`config.mk`:
```
export PLATFORM = sky130hd
export DESIGN_NAME = imm_decode_pipe
export DESIGN_NICKNAME = d
export VERILOG_FILES = /design/src/rtl/imm_decode_pipe_pkg.sv /design/src/rtl/imm_decode_pipe_comb.sv /design/src/rtl/imm_decode_pipe.sv
export SDC_FILE = /design/constraint.sdc
export NUM_CORES = 1
export LEC_CHECK = 0
export CAP_MARGIN = 20
export CORE_MARGIN = 2
export CORE_UTILIZATION = 38
export DETAILED_ROUTE_END_ITERATION = 10
export DONT_BUFFER_PORTS = 1
export PLACE_DENSITY = 0.58
export SYNTH_ARGS = -nofsm -noshare
export SYNTH_HDL_FRONTEND = slang
export SYNTH_SLANG_ARGS = --single-unit
```
`constraint.sdc`:
```
create_clock -name clk -period 5 [get_ports clk]
set_input_delay 0.25 -clock clk [delete_from_list [all_inputs] [get_ports clk]]
set_output_delay 0.25 -clock clk [all_outputs]
set_load 0.05 [all_outputs]
```
`src/rtl/imm_decode_pipe_pkg.sv`:
```
// Shared instruction-format codes, RV opcode constants and buffer state
// encoding for the immediate decode pipeline.
package imm_decode_pipe_pkg;

  typedef enum logic [2:0] {
    R_TYPE = 3'd0,
    I_TYPE = 3'd1,
    S_TYPE = 3'd2,
    B_TYPE = 3'd3,
    U_TYPE = 3'd4,
    J_TYPE = 3'd5
  } fmt_e;

  localparam logic [6:0] OPC_LOAD      = 7'b0000011;
  localparam logic [6:0] OPC_MISC_MEM  = 7'b0001111;
  localparam logic [6:0] OPC_OP_IMM    = 7'b0010011;
  localparam logic [6:0] OPC_AUIPC     = 7'b0010111;
  localparam logic [6:0] OPC_OP_IMM_32 = 7'b0011011;
  localparam logic [6:0] OPC_STORE     = 7'b0100011;
  localparam logic [6:0] OPC_OP        = 7'b0110011;
  localparam logic [6:0] OPC_LUI       = 7'b0110111;
  localparam logic [6:0] OPC_OP_32     = 7'b0111011;
  localparam logic [6:0] OPC_BRANCH    = 7'b1100011;
  localparam logic [6:0] OPC_JALR      = 7'b1100111;
  localparam logic [6:0] OPC_JAL       = 7'b1101111;
  localparam logic [6:0] OPC_SYSTEM    = 7'b1110011;

  // Occupancy of the two-entry output buffer.
  typedef enum logic [1:0] {
    ST_EMPTY = 2'd0,
    ST_ONE   = 2'd1,
    ST_TWO   = 2'd2
  } occ_e;

  // Sign-extend a 12-bit immediate field to 32 bits.
  function automatic logic [31:0] sext12(input logic [11:0] v);
    return {{20{v[11]}}, v};
  endfunction

endpackage

```
`src/rtl/imm_decode_pipe_comb.sv`:
```
// Purely combinational instruction-format decode and immediate extraction.
// Immediates are first assembled as 32-bit signed values, then widened to XLEN.
module imm_decode_comb
  import imm_decode_pipe_pkg::*;
#(
  parameter int unsigned XLEN = 32
) (
  input  logic [31:0]     instr_i,
  output fmt_e            fmt_o,
  output logic [XLEN-1:0] imm_o,
  output logic [4:0]      zimm_o,
  output logic            illegal_o,
  output logic            pcrel_o
);

  logic [6:0]  opc;
  logic [31:0] imm32;
  fmt_e        fmt;
  logic [4:0]  zimm;
  logic        bad;
  logic        pcrel;

  assign opc = instr_i[6:0];

  // Classify the opcode and assemble the format-specific immediate.
  always_comb begin
    fmt   = R_TYPE;
    imm32 = '0;
    zimm  = '0;
    bad   = 1'b0;
    pcrel = 1'b0;
    case (opc)
      OPC_OP: fmt = R_TYPE;
      OPC_OP_32: begin
        if (XLEN == 64) fmt = R_TYPE;
        else            bad = 1'b1;
      end
      OPC_OP_IMM, OPC_LOAD, OPC_JALR, OPC_MISC_MEM: begin
        fmt   = I_TYPE;
        imm32 = sext12(instr_i[31:20]);
      end
      OPC_OP_IMM_32: begin
        if (XLEN == 64) begin
          fmt   = I_TYPE;
          imm32 = sext12(instr_i[31:20]);
        end else begin
          bad = 1'b1;
        end
      end
      OPC_SYSTEM: begin
        fmt   = I_TYPE;
        imm32 = sext12(instr_i[31:20]);
        if (instr_i[14]) zimm = instr_i[19:15];
      end
      OPC_STORE: begin
        fmt   = S_TYPE;
        imm32 = sext12({instr_i[31:25], instr_i[11:7]});
      end
      OPC_BRANCH: begin
        fmt   = B_TYPE;
        pcrel = 1'b1;
        imm32 = {{19{instr_i[31]}}, instr_i[31], instr_i[7], instr_i[30:25],
                 instr_i[11:8], 1'b0};
      end
      OPC_LUI: begin
        fmt   = U_TYPE;
        imm32 = {instr_i[31:12], 12'b0};
      end
      OPC_AUIPC: begin
        fmt   = U_TYPE;
        pcrel = 1'b1;
        imm32 = {instr_i[31:12], 12'b0};
      end
      OPC_JAL: begin
        fmt   = J_TYPE;
        pcrel = 1'b1;
        imm32 = {{11{instr_i[31]}}, instr_i[31], instr_i[19:12], instr_i[20],
                 instr_i[30:21], 1'b0};
      end
      default: bad = 1'b1;
    endcase
    // Compressed/non-32-bit encodings are rejected regardless of opcode match.
    if (instr_i[1:0] != 2'b11) bad = 1'b1;
  end

  // Illegal instructions present as an all-zero R-type entry.
  always_comb begin
    illegal_o = bad;
    fmt_o     = bad ? R_TYPE : fmt;
    imm_o     = bad ? '0 : XLEN'($signed(imm32));
    zimm_o    = bad ? '0 : zimm;
    pcrel_o   = bad ? 1'b0 : pcrel;
  end

endmodule

```
`src/rtl/imm_decode_pipe.sv`:
```
// Immediate decode pipeline: decode + branch/jump target adder feeding a
// two-entry (main + skid) output buffer with a registered in_ready.
module imm_decode_pipe
  import imm_decode_pipe_pkg::*;
#(
  parameter int unsigned XLEN      = 32,
  parameter bit          TARGET_EN = 1'b1
) (
  input  logic            clk,
  input  logic            reset,
  input  logic            in_valid,
  output logic            in_ready,
  input  logic [31:0]     in_instr,
  input  logic [XLEN-1:0] in_pc,
  output logic            out_valid,
  input  logic            out_ready,
  output logic [2:0]      out_format,
  output logic [XLEN-1:0] out_imm,
  output logic [4:0]      out_zimm,
  output logic [XLEN-1:0] out_target,
  output logic            out_illegal
);

  typedef struct packed {
    logic            illegal;
    fmt_e            fmt;
    logic [XLEN-1:0] imm;
    logic [4:0]      zimm;
    logic [XLEN-1:0] target;
  } entry_t;

  fmt_e            dec_fmt;
  logic [XLEN-1:0] dec_imm;
  logic [4:0]      dec_zimm;
  logic            dec_illegal;
  logic            dec_pcrel;
  logic [XLEN-1:0] dec_target;
  entry_t          new_entry;

  occ_e   state_q, state_d;
  logic   in_ready_q;
  entry_t main_q, skid_q;
  logic   push, pop;
  logic   load_main_new, load_skid, main_from_skid;

  imm_decode_comb #(.XLEN(XLEN)) u_dec (
    .instr_i   (in_instr),
    .fmt_o     (dec_fmt),
    .imm_o     (dec_imm),
    .zimm_o    (dec_zimm),
    .illegal_o (dec_illegal),
    .pcrel_o   (dec_pcrel)
  );

  generate
    if (TARGET_EN) begin : g_target
      assign dec_target = dec_pcrel ? (in_pc + dec_imm) : '0;
    end else begin : g_no_target
      assign dec_target = '0;
    end
  endgenerate

  assign new_entry = '{illegal: dec_illegal, fmt: dec_fmt, imm: dec_imm,
                       zimm: dec_zimm, target: dec_target};

  assign push = in_valid && in_ready_q;
  assign pop  = out_ready && (state_q != ST_EMPTY);

  // Occupancy state and registered ready, derived from the next occupancy.
  always_ff @(posedge clk) begin
    if (reset) begin
      state_q    <= ST_EMPTY;
      in_ready_q <= 1'b1;
    end else begin
      state_q    <= state_d;
      in_ready_q <= (state_d != ST_TWO);
    end
  end

  // Next occupancy from push/pop handshakes.
  always_comb begin
    state_d = state_q;
    case (state_q)
      ST_EMPTY: if (push) state_d = ST_ONE;
      ST_ONE: begin
        if (push && !pop)      state_d = ST_TWO;
        else if (pop && !push) state_d = ST_EMPTY;
      end
      ST_TWO:   if (pop) state_d = ST_ONE;
      default:  state_d = ST_EMPTY;
    endcase
  end

  // Output valid and buffer load controls decoded from occupancy.
  always_comb begin
    out_valid      = (state_q != ST_EMPTY);
    load_main_new  = push && ((state_q == ST_EMPTY) || ((state_q == ST_ONE) && pop));
    load_skid      = push && (state_q == ST_ONE) && !pop;
    main_from_skid = pop && (state_q == ST_TWO);
  end

  // Main entry drives the outputs; skid holds the younger entry when full.
  always_ff @(posedge clk) begin
    if (reset) begin
      main_q <= '0;
      skid_q <= '0;
    end else begin
      if (load_main_new)       main_q <= new_entry;
      else if (main_from_skid) main_q <= skid_q;
      if (load_skid)           skid_q <= new_entry;
    end
  end

  assign in_ready    = in_ready_q;
  assign out_format  = main_q.fmt;
  assign out_imm     = main_q.imm;
  assign out_zimm    = main_q.zimm;
  assign out_target  = main_q.target;
  assign out_illegal = main_q.illegal;

endmodule
```
==> run_results.csv, run 1 <==
group,metric,value,unit
grt,grt_pass1_wl,39940,um
drt,detailedRoute.firstIterationViolations,668,
logic_synthesis,synth_area_per_cell,7.644,um^2
die,die_width,148.9,um
grt,grt_max_degree,128,
die,floorplan.rows,53,
die,floorplan.io_pins,143,
outcome,outcome,"finished clean",
logic_synthesis,synth_xor_xnor_area_share,3.402,%
grt,antenna_found_initial,1,
power,p_per_area,346.9,nW/um^2
power,total_power,0.003048,W
timing,final_max_slew_viol_count,0,
logic_synthesis,synth-seq-cells,149,
timing,timing.final.crit_share,70.97,%
layout,finish.cell_count_without_fillers,1297,
timing,max_freq,281.8,MHz
min_path,min-delay-start,"reset",
logic_synthesis,yosysMostFrequentCell,"nor2_1",
worst_setup_path,worst_path_max_delay_cell,"a21oi_1",
drt,drt_drc_violations_left,0,
placed_design,port-buffer-count,0,
min_path,worst_hold_path_type,"input pin to flip-flop",
worst_setup_path,critical-path-max-stage-delay,0.73,ns
clock_network,h-tree-depth,4,
grt,total_grt_overflow,0,
clock_network,clk_latency,0.43,ns
timing,final-hold-violation-count,0,
logic_synthesis,post-synth-top-area-fraction,37.38,%
layout,drive_above_1_share,6.758,%
worst_setup_path,cp-end-kind,"flip-flop",
logic_synthesis,postSynthNetCount,1144,
job,cap_viol_max_count,0,
timing,finalClockSkew,0.006656,ns
min_path,worst_hold_path.num_cells,2,
grt,via_count_of_the_first_global_routing_pass,6782,
power,max-vdd-ir-drop,0.1997,mV
clock_network,ctsLongestPathBuffers,2,
worst_setup_path,criticalPathCategory,"input pin to flip-flop",
logic_synthesis,post_synth_most_frequent_cells,"nor2_1 (158), dfxtp_1 (149), a21oi_1 (141)",
clock_network,post-cts-setup-buffer-count,0,
clock_network,clkTransAtPathRegs,0.06,ns
logic_synthesis,number_of_synthesized_flops_with_an_enable_pin,0,
logic_synthesis,synth.mux.area_fraction,0.2509,%
placed_design,dp.cells,1257,
worst_setup_path,critical_path_peak_fanout,12,
layout,ff_latch_area,2983,um^2
layout,design.final.nets,1109,
logic_synthesis,yosys-top-cells-area,"dfxtp_1 (37%), a21oi_1 (8.8%), nor2_1 (7.4%), nand2_1 (5.1%), a211oi_1 (5.0%)",
timing,slew-limit-headroom,36.46,%
layout,multi_input_comb_area,4589,um^2
die,die-height,148.9,um
timing,period_minus_slack,3.549,ns
die,die_area,22180,um^2
logic_synthesis,synth_sequential_area_ratio,37.38,%
timing,hold_ws,0.05310,ns
timing,final_critical_path_setup_slack,1.451,ns
drt,avgViaCountPerCell,5.695,
placed_design,post-dp-hpwl,18570,um
power,p_leak,3.363,nW
min_path,hold_end,"out_target[16]",
worst_setup_path,critPathLaunchType,"input pin",
timing,transition_time_at_the_pin_with_the_least_slew_margin,0.9510,ns
timing,fin_tns_setup,0,ns
logic_synthesis,syn-instance-count,1044,
logic_synthesis,synthesis.area,7980,um^2
worst_setup_path,crit_buf_inv,1,
drt,finalWirelength,25720,um
die,initial_standard_cell_utilization_of_the_core,38.32,%
worst_setup_path,critical_path_required,5.29,ns
logic_synthesis,synth_async_sr_flop_share,0,%
clock_network,inserted_clock_buffers,17,
layout,fillers,2214,
logic_synthesis,synth_top_family_by_area,"compound AO/OA/AOI/OAI gates",
worst_setup_path,regToRegStartpoint,"in_ready",
logic_synthesis,share_of_the_synthesized_area_in_compound_gates_ao_oa_aoi_oai,28.63,%
worst_setup_path,timing.critical_path.arrival,3.84,ns
logic_synthesis,synth_flop_cell,"dfxtp_1",
drt,dr_total_vias,7386,
clock_network,cts.sink_count,149,
clock_network,clk_root_buffer_cell,"clkbuf_16",
clock_network,tritoncts,"built",
grt,grt_use_total,23.22,%
worst_setup_path,worst_path_dominant_cell_family,"compound AO/OA/AOI/OAI gates",
logic_synthesis,yosys.area_share.adder,5.111,%
logic_synthesis,synth_cell_types,68,
logic_synthesis,synthSimpleGateAreaFrac,19.74,%
drt,detail_route.first_pass.iterations,5,
timing,setup_viol,0,
worst_setup_path,worst_r2r_path_depth,7,
worst_setup_path,reg2reg_to,"out_target[6]",
placed_design,finalWeightedCongestion,0.9298,
logic_synthesis,yosys_warnings,0,
die,core_area,20820,um^2
timing,rsz0062_at_grt,"no",
worst_setup_path,worstSetupStartpoint,"in_instr[6]",
drt,routedWlPerCell,19.83,um
worst_setup_path,cp_cell_sequence,"or3b_4 > a21boi_1 > o21ai_1 > a21oi_1 > a21oi_1 > inv_1 > ha_1 > nand2_1 > nor3_1 > nand2_1 > and3_1 > a22oi_1 > xor2_1 > a221oi_1 > nor3_1",
layout,syn_to_final_growth,10.08,%
worst_setup_path,reg2reg_setup_slack,1.99,ns
drt,drt.antenna.violating_nets,0,
logic_synthesis,yosysTopAreaCell,"dfxtp_1",
placed_design,place_ws,1.052,ns
## routing by layer
layer	GRT usage (%)	up-vias	share of wire (%)
li1	-	3647	-
met1	33.19	3461	47
met2	32.90	241	43
met3	7.278	37	8.1
met4	7.810	0	2.6
met5	0	-	0
## registers in the layout (all words and copies together), names as in the netlist
name and flops:
out_imm 32, out_format 3, state_q 2, in_ready 1, out_illegal 1, out_zimm 5, out_target 32, skid_q 73
## cell type report
cell class / instances / area share [%]
clock inverters: 14 / 1.353
flip-flops and latches: 149 / 33.96
diodes: 1 / 0.02849
repair buffers: 20 / 2.079
multi-input cells: 784 / 52.24
well taps: 275 / 3.917
inverters: 37 / 1.581
clock buffers: 17 / 4.843
## cells in the final DEF (no fill, tap or decap), types with 3 or more instances in the layout
cell           Yosys  routed
nand2_1          108     107
dfxtp_1          149     149
o21a_1             7       7
nor2_1           158     156
and3_1             8       8
a31oi_1            4       4
nand3_1           33      33
a221oi_1           9       9
a311oi_1          12      12
inv_6              0       5
o21ai_0           26      26
a21oi_1          141     140
a22oi_1            6       6
o211ai_1           5       5
clkinvlp_4         0       4
nand2b_1           4       4
a211oi_1          53      53
a21boi_1           3       3
o2bb2ai_1          3       3
o21ai_1           28      28
a41oi_1            3       3
dlygate4sd3_1      0       6
clkbuf_16          0      17
nand4_1            5       5
or3_1              4       4
inv_1             37      37
buf_4              0      12
a22o_1            15      15
a21o_1             8       7
nor4_1             3       3
nor2b_1            5       5
xnor2_1           21      21
xor2_1            10      10
nor3_1            27      27
ha_1              31      31
and2_1             3       3
## how the worst max path moves through the flow
stage,slack (ns),to,cells after the start
after global placement,1.03,out_target[26],15
final,1.45,out_target[26],15
after floorplan,1.72,out_target[28],17
after global routing,1.15,out_target[26],15
after CTS,1.49,out_target[26],15
after detailed placement,1.05,out_target[26],15
## report_power, final
part | total (W) | switching [W] | internal, W
Clock | 0.00121 | 0.000561 | 0.000646
Combinational | 0.000418 | 0.000285 | 0.000133
Sequential | 0.00142 | 0.000183 | 0.00124
Total | 0.00305 | 0.00103 | 0.00202
## per-stage QoR
| step | instance area (um^2) | util, % |
|---|---|---|
| final | 8785 | 42.19 |
| after global routing | 8785 | 42.19 |
| after CTS | 8777 | 42.15 |
| after detailed placement | 8145 | 39.12 |
| after global placement | 8145 | 39.12 |
| after floorplan | 7980 | - |
## timing repair
| action | CTS | global route |
|---|---|---|
| gates resized for setup | 0 | 0 |
| hold buffers | 7 | 0 |
| hold endpoints to repair | 128 | 0 |
## cell families after synthesis
group / after synthesis
xor gates and xnor gates: 31
adders and majority gates: 32
buffers and inverters: 111
DFF: 149
and+or+nand+nor: 368
AOI/OAI and AO/OA: 351
muxes: 2
No activity file was read; power rests on OpenSTA's default activity.
==> inputs of run 2 (changes only) <==
ABC_AREA = 1   (was default)
PLACE_DENSITY = 0.6   (was 0.58)
clock period = 2.95 ns   (was 5 ns; I/O delays follow)
==> run 2 against run 1 <==
Effect of this change:
- register-to-register slack lost 1.0 ns
- via count grew 23%
- critical path type unchanged
- setup slack lost 1.1 ns
- count of clock-buffer cells in the layout grew 5
- first-iteration DRC count grew 8.4%
- sequential power grew 73%
- global-route usage grew 2.4 points
- critical endpoint is now out_target[31]
- highest routed layer is now met5
- sequential cell count is the same
- total power grew 82%
- die area grew 9.4%
- largest power group unchanged
==> run_results.csv, run 2 <==
group,metric,value,unit
outcome,outcome,"finished clean",
worst_setup_path,worst_path_max_delay_cell,"o211ai_1",
layout,drive_above_1_share,15.16,%
clock_network,inserted_clock_buffers,17,
timing,fin_tns_setup,0,ns
clock_network,tritoncts,"built",
layout,syn_to_final_growth,20.38,%
die,floorplan.rows,55,
logic_synthesis,yosys-top-cells-area,"dfxtp_1 (34%), nand2_1 (12%), a21oi_1 (11%), o21ai_0 (7.8%), nor2_1 (7.6%)",
grt,via_count_of_the_first_global_routing_pass,8800,
drt,dr_total_vias,9078,
timing,max_freq,388.1,MHz
worst_setup_path,worst_path_most_repeated_cell,"nand2_1",
timing,final-hold-violation-count,0,
worst_setup_path,criticalPathCategory,"input pin to flip-flop",
timing,final_critical_path_setup_slack,0.3736,ns
grt,grt_pass1_wl,48200,um
worst_setup_path,critical-path-max-stage-delay,0.48,ns
placed_design,place_ws,-0.1898,ns
logic_synthesis,post-synth-top-area-fraction,34.09,%
placed_design,finalWeightedCongestion,0.8998,
layout,layout.cells.most_common,"nand2_1",
drt,drt.antenna.violating_nets,0,
logic_synthesis,synth_cell_types,42,
drt,finalWirelength,30740,um
worst_setup_path,critical_path_peak_fanout,6,
power,total_power,0.005543,W
job,cap_viol_max_count,0,
timing,period_minus_slack,2.576,ns
logic_synthesis,syn-instance-count,1351,
layout,largest_register_ffs,73,
layout,most-common-layout-cells,"nand2_1 (276), a21oi_1 (194), nor2_1 (177)",
drt,detail_route.first_pass.iterations,5,
worst_setup_path,timing.critical_path.arrival,2.94,ns
timing,slew-limit-headroom,53.81,%
placed_design,port-buffer-count,0,
logic_synthesis,synth_sequential_area_ratio,34.09,%
logic_synthesis,post_synth_most_frequent_cells,"nand2_1 (276), a21oi_1 (195), nor2_1 (178)",
worst_setup_path,cp-end-kind,"flip-flop",
die,die_area,24260,um^2
timing,timing.final.crit_share,87.34,%
power,max-vdd-ir-drop,0.3204,mV
placed_design,dpl-instance-area,9808,um^2
logic_synthesis,synth_async_sr_flop_share,0,%
timing,finalClockSkew,0.01246,ns
timing,transition_time_at_the_pin_with_the_least_slew_margin,0.6928,ns
clock_network,cts.sink_count,149,
clock_network,post-cts-setup-buffer-count,0,
grt,antenna_found_initial,2,
timing,setup_viol,0,
logic_synthesis,yosysTopAreaCell,"dfxtp_1",
die,die-height,155.8,um
placed_design,post-dp-hpwl,22330,um
clock_network,clk_root_buffer_cell,"clkbuf_16",
drt,drt_drc_violations_left,0,
logic_synthesis,synthesis.area,8751,um^2
power,p_leak,5.022,nW
die,die_width,155.8,um
die,initial_standard_cell_utilization_of_the_core,38.65,%
timing,final_max_slew_viol_count,0,
layout,antenna_cells,0,
layout,design.final.nets,1540,
drt,avgViaCountPerCell,5.229,
clock_network,h-tree-depth,4,
logic_synthesis,synth_flop_cell,"dfxtp_1",
min_path,worst_hold_path_type,"input pin to flip-flop",
worst_setup_path,critPathLaunchType,"input pin",
logic_synthesis,number_of_synthesized_flops_with_an_enable_pin,0,
logic_synthesis,postSynthNetCount,1451,
die,floorplan.io_pins,143,
logic_synthesis,synth_area_per_cell,6.477,um^2
worst_setup_path,cp_cell_sequence,"nand2_1 > nor2_2 > nand2_4 > nand2_2 > inv_1 > buf_4 > o211ai_1 > ha_1 > nand2_1 > nor2_1 > buf_4 > nand2_1 > nand2_1 > a21oi_1 > nand2_1 > nand3_1 > nand3_1 > nand2_1 > nand2_1 > a21oi_1",
clock_network,clkTransAtPathRegs,0.06,ns
die,core_area,22640,um^2
layout,largest-register,"skid_q",
timing,rsz0062_at_grt,"no",
grt,grt_max_degree,90,
grt,grt_use_total,25.63,%
logic_synthesis,synth-seq-cells,149,
layout,postLayoutCellArea,10530,um^2
clock_network,ctsLongestPathBuffers,2,
power,p_per_area,526.2,nW/um^2
logic_synthesis,yosysMostFrequentCell,"nand2_1",
worst_setup_path,critical_path_required,3.31,ns
clock_network,clk_latency,0.43,ns
drt,detailedRoute.firstIterationViolations,724,
drt,routedWlPerCell,17.71,um
grt,total_grt_overflow,0,
logic_synthesis,yosys_warnings,0,
## run 2: cell types whose count changed in the layout (fill, tap and decap cells not counted), sizes merged, moves of 22 or more
cell	before	now
a211oi	54	0
a21oi	142	199
buf	14	131
inv	44	150
nand2	109	284
nand3	33	55
nor2	160	187
o21ai	55	161
## run 2: timing repair
item,4_1_cts,5_1_grt
resized for setup,0,10
hold buffers,8,0
endpoints found under the setup margin,0,2
hold endpoints to repair,68,0
## run 2: area by class of cell
type                       instances  area, um^2
inverter                         149       561.8
clock buffer                      22       474.2
clock inverter                     8       123.9
timing repair buffer             138        1099
sequential                       149        2983
multi-input combinational        985        4936
fill                            2317       12110
tap                              285       356.6
## run 2: critical path, delay by kind of cell
kind | cells | cell delay [ns]
AO/OA/AOI/OAI | 3 | 0.74
AND/OR/NAND/NOR | 13 | 1.30
adder cells (fa/ha/maj) | 1 | 0.39
buffers and inverters | 3 | 0.37
## run 2: power by group
group	leakage [nW]	switching (W)	internal, W
clock	0.288	0.000877	0.00139
sequential	1.22	0.000338	0.00213
combinational	3.52	0.000517	0.000296
## run 2: metal layers
metal,GRT usage [%],vias to the layer above,share of wire [%]
li1,-,4599,-
met1,32.06,4185,43
met2,43.11,245,47
met3,6.528,45,7.0
met4,8.432,4,2.6
met5,0,-,0.098
## run 2: final timing paths
check                   start              to  slack (ns)  depth (start not counted)
setup reg to reg   state_q[1]      out_imm[5]        0.96                          7
hold / removal      out_ready      state_q[1]        0.03                          3
hold reg to reg    skid_q[16]      skid_q[16]        0.47                          2
setup / recovery  in_instr[0]  out_target[31]        0.37                         20
## run 2: metrics by stage
step | util [%] | instances | hold WS [ns]
2_1_floorplan | - | 1351 | 0.3106
3_3_place_gp | 43.32 | 1698 | 0.2308
3_5_place_dp | 43.32 | 1698 | 0.2323
4_1_cts | 46.39 | 1736 | 0.01541
5_1_grt | 46.53 | 1736 | 0.06497
6_report | 46.53 | 1736 | 0.02842
## run 2: logic make-up after synthesis
family          Yosys count  synth area share, %
compound gates          385                23.43
xor+xnor                  2               0.2002
fa+ha+maj                32                4.661
buf+inv                 217                9.937
flops                   149                34.09
simple gates            566                27.68
==> inputs of run 3 (changes only) <==
CTS_CLUSTER_SIZE = 16   (was default)
PLACE_DENSITY = 0.58   (was 0.6)
clock period = 2.9 ns   (was 2.95 ns; I/O delays follow)
==> run 3 against run 2 <==
Effect of this change:
- total power increased by 2.6%
- critical path type unchanged
- largest power group unchanged
- sequential share of layout area shrank 0.36 points
- via count is 1.0% lower
- largest cell class unchanged
- clock power grew 3%
==> run_results.csv, run 3 (synthesis gave the netlist of run 2 again) <==
group,metric,value,unit
outcome,outcome,"finished clean",
grt,grt_max_degree,102,
worst_setup_path,critical-path-max-stage-delay,0.35,ns
placed_design,finalWeightedCongestion,0.9912,
timing,final_max_slew_viol_count,0,
worst_setup_path,worst_path_max_delay_cell,"ha_1",
power,p_leak,5.047,nW
layout,drive_above_1_share,16.16,%
clock_network,cts.sink_count,149,
job,cap_viol_max_count,0,
clock_network,clk_root_buffer_cell,"clkbuf_16",
layout,most-common-layout-cells,"nand2_1 (275), a21oi_1 (193), nor2_1 (174)",
clock_network,ctsLongestPathBuffers,2,
worst_setup_path,critPathLaunchType,"input pin",
placed_design,dpl-instance-area,9886,um^2
grt,total_grt_overflow,0,
layout,largest_register_ffs,73,
worst_setup_path,worst_path_dominant_cell_family,"simple AND/OR/NAND/NOR gates",
layout,multi_input_comb_area,4976,um^2
drt,detailedRoute.firstIterationViolations,599,
timing,transition_time_at_the_pin_with_the_least_slew_margin,0.8787,ns
timing,finalClockSkew,0.009264,ns
worst_setup_path,cp-end-kind,"flip-flop",
grt,antenna_found_initial,2,
layout,ff_latch_area,2983,um^2
power,p_per_area,532.9,nW/um^2
clock_network,h-tree-depth,4,
clock_network,tritoncts,"built",
grt,grt_pass1_wl,47580,um
timing,period_minus_slack,2.582,ns
clock_network,clkTransAtPathRegs,0.07,ns
die,die_area,24260,um^2
die,floorplan.io_pins,143,
timing,max_freq,387.3,MHz
clock_network,inserted_clock_buffers,17,
layout,postLayoutCellArea,10670,um^2
clock_network,clk_latency,0.44,ns
layout,design.final.nets,1547,
drt,routedWlPerCell,17.71,um
placed_design,port-buffer-count,0,
die,floorplan.rows,55,
drt,dr_total_vias,8983,
timing,slew-limit-headroom,41.42,%
die,die-height,155.8,um
worst_setup_path,critical_path_required,3.27,ns
grt,via_count_of_the_first_global_routing_pass,8479,
timing,fin_tns_setup,0,ns
timing,timing.final.crit_share,89.03,%
layout,syn_to_final_growth,21.90,%
timing,final-hold-violation-count,0,
layout,fillers,2355,
die,initial_standard_cell_utilization_of_the_core,38.65,%
worst_setup_path,worst_path_most_repeated_cell,"nand2_1",
drt,drt_drc_violations_left,0,
placed_design,post-dp-hpwl,22090,um
grt,grt_use_total,25.55,%
power,max-vdd-ir-drop,0.3376,mV
drt,detail_route.first_pass.iterations,5,
worst_setup_path,criticalPathCategory,"input pin to flip-flop",
drt,avgViaCountPerCell,5.142,
worst_setup_path,critical_path_peak_fanout,7,
worst_setup_path,cp_cell_sequence,"nand2_1 > inv_2 > nand2_1 > inv_1 > nand2_1 > nand4_4 > nor2_4 > nand2_2 > nand2_2 > buf_12 > o21ai_2 > ha_1 > nand2_1 > buf_4 > nor2_2 > nand2_1 > nor3_2 > nand2_2 > nand3b_1 > nand3_1 > nand2_1 > nand2_1 > a21oi_1",
timing,rsz0062_at_grt,"no",
die,die_width,155.8,um
worst_setup_path,crit_buf_inv,4,
die,core_area,22640,um^2
timing,setup_viol,0,
layout,largest-register,"skid_q",
drt,drt.antenna.violating_nets,0,
min_path,worst_hold_path_type,"input pin to flip-flop",
worst_setup_path,timing.critical_path.arrival,2.95,ns
layout,layout.cells.most_common,"nand2_1",
drt,finalWirelength,30930,um
## run 3: changes by cell type in the layout (fill, tap and decap cells not counted), sizes merged
cell      delta
buf          +7
diode        +2
clkbuf       -1
clkinv       +1
clkinvlp     +1
inv          +1
## run 3: per-stage QoR
| step | utilization (%) | total power, W | cells | setup WS, ns | hold slack, ns |
|---|---|---|---|---|---|
| floorplan | - | 0.003058 | 1351 | 0.4463 | 0.3081 |
| global placement | 43.66 | 0.003345 | 1705 | -0.2540 | 0.2243 |
| detailed placement | 43.66 | 0.003350 | 1705 | -0.2236 | 0.2254 |
| CTS | 46.79 | 0.005714 | 1745 | 0.2056 | 0.04394 |
| global route | 47.10 | 0.005918 | 1745 | 0.02050 | 0.05291 |
| finish | 47.12 | 0.005685 | 1747 | 0.3180 | 0.04682 |
## run 3: worst register-to-register path, stage by stage, from the launching register on
cell and delay [ns]:
dfxtp_1 0.35, inv_1 0.09, nor2_1 0.13, inv_1 0.08, o21ai_4 0.47, buf_4 0.50, o21ai_0 0.18, a21oi_1 0.18
## run 3: path summary, 6_finish.rpt
check,start,endpoint,slack (ns),depth (start not counted)
max,in_instr[0],out_target[30],0.32,23
min,in_pc[0],skid_q[0],0.05,3
max reg2reg,state_q[1],out_imm[21],0.86,7
min reg2reg,skid_q[9],skid_q[9],0.47,2
## run 3: layout make-up
class | instances | share of cell area [%]
inverters | 149 | 5.266
repair buffers | 145 | 11.03
clock buffers | 21 | 4.316
well taps | 285 | 3.343
diodes | 2 | 0.04692
flip-flops and latches | 149 | 27.96
multi-input cells | 985 | 46.65
clock inverters | 11 | 1.396
## run 3: power by group
part | leakage, nW | switching, W | internal, W | total, W
combinational | 3.54 | 0.000528 | 0.000309 | 0.000838
clock | 0.290 | 0.000937 | 0.00140 | 0.00234
sequential | 1.22 | 0.000344 | 0.00216 | 0.00251
## run 3: what timing repair did
action / CTS / global route
setup buffers: 0 / 0
hold endpoints to repair: 69 / 0
endpoints found under the setup margin: 0 / 6
hold buffers: 8 / 0
gates resized for setup: 0 / 16
## run 3: metal layers
metal / track usage (%) / up-vias / part of all wire (%)
met5: 0 / - / 0.052
met4: 7.776 / 2 / 2.6
met3: 7.750 / 48 / 6.4
met2: 43.15 / 214 / 48
met1: 31.31 / 4093 / 43
li1: - / 4626 / -
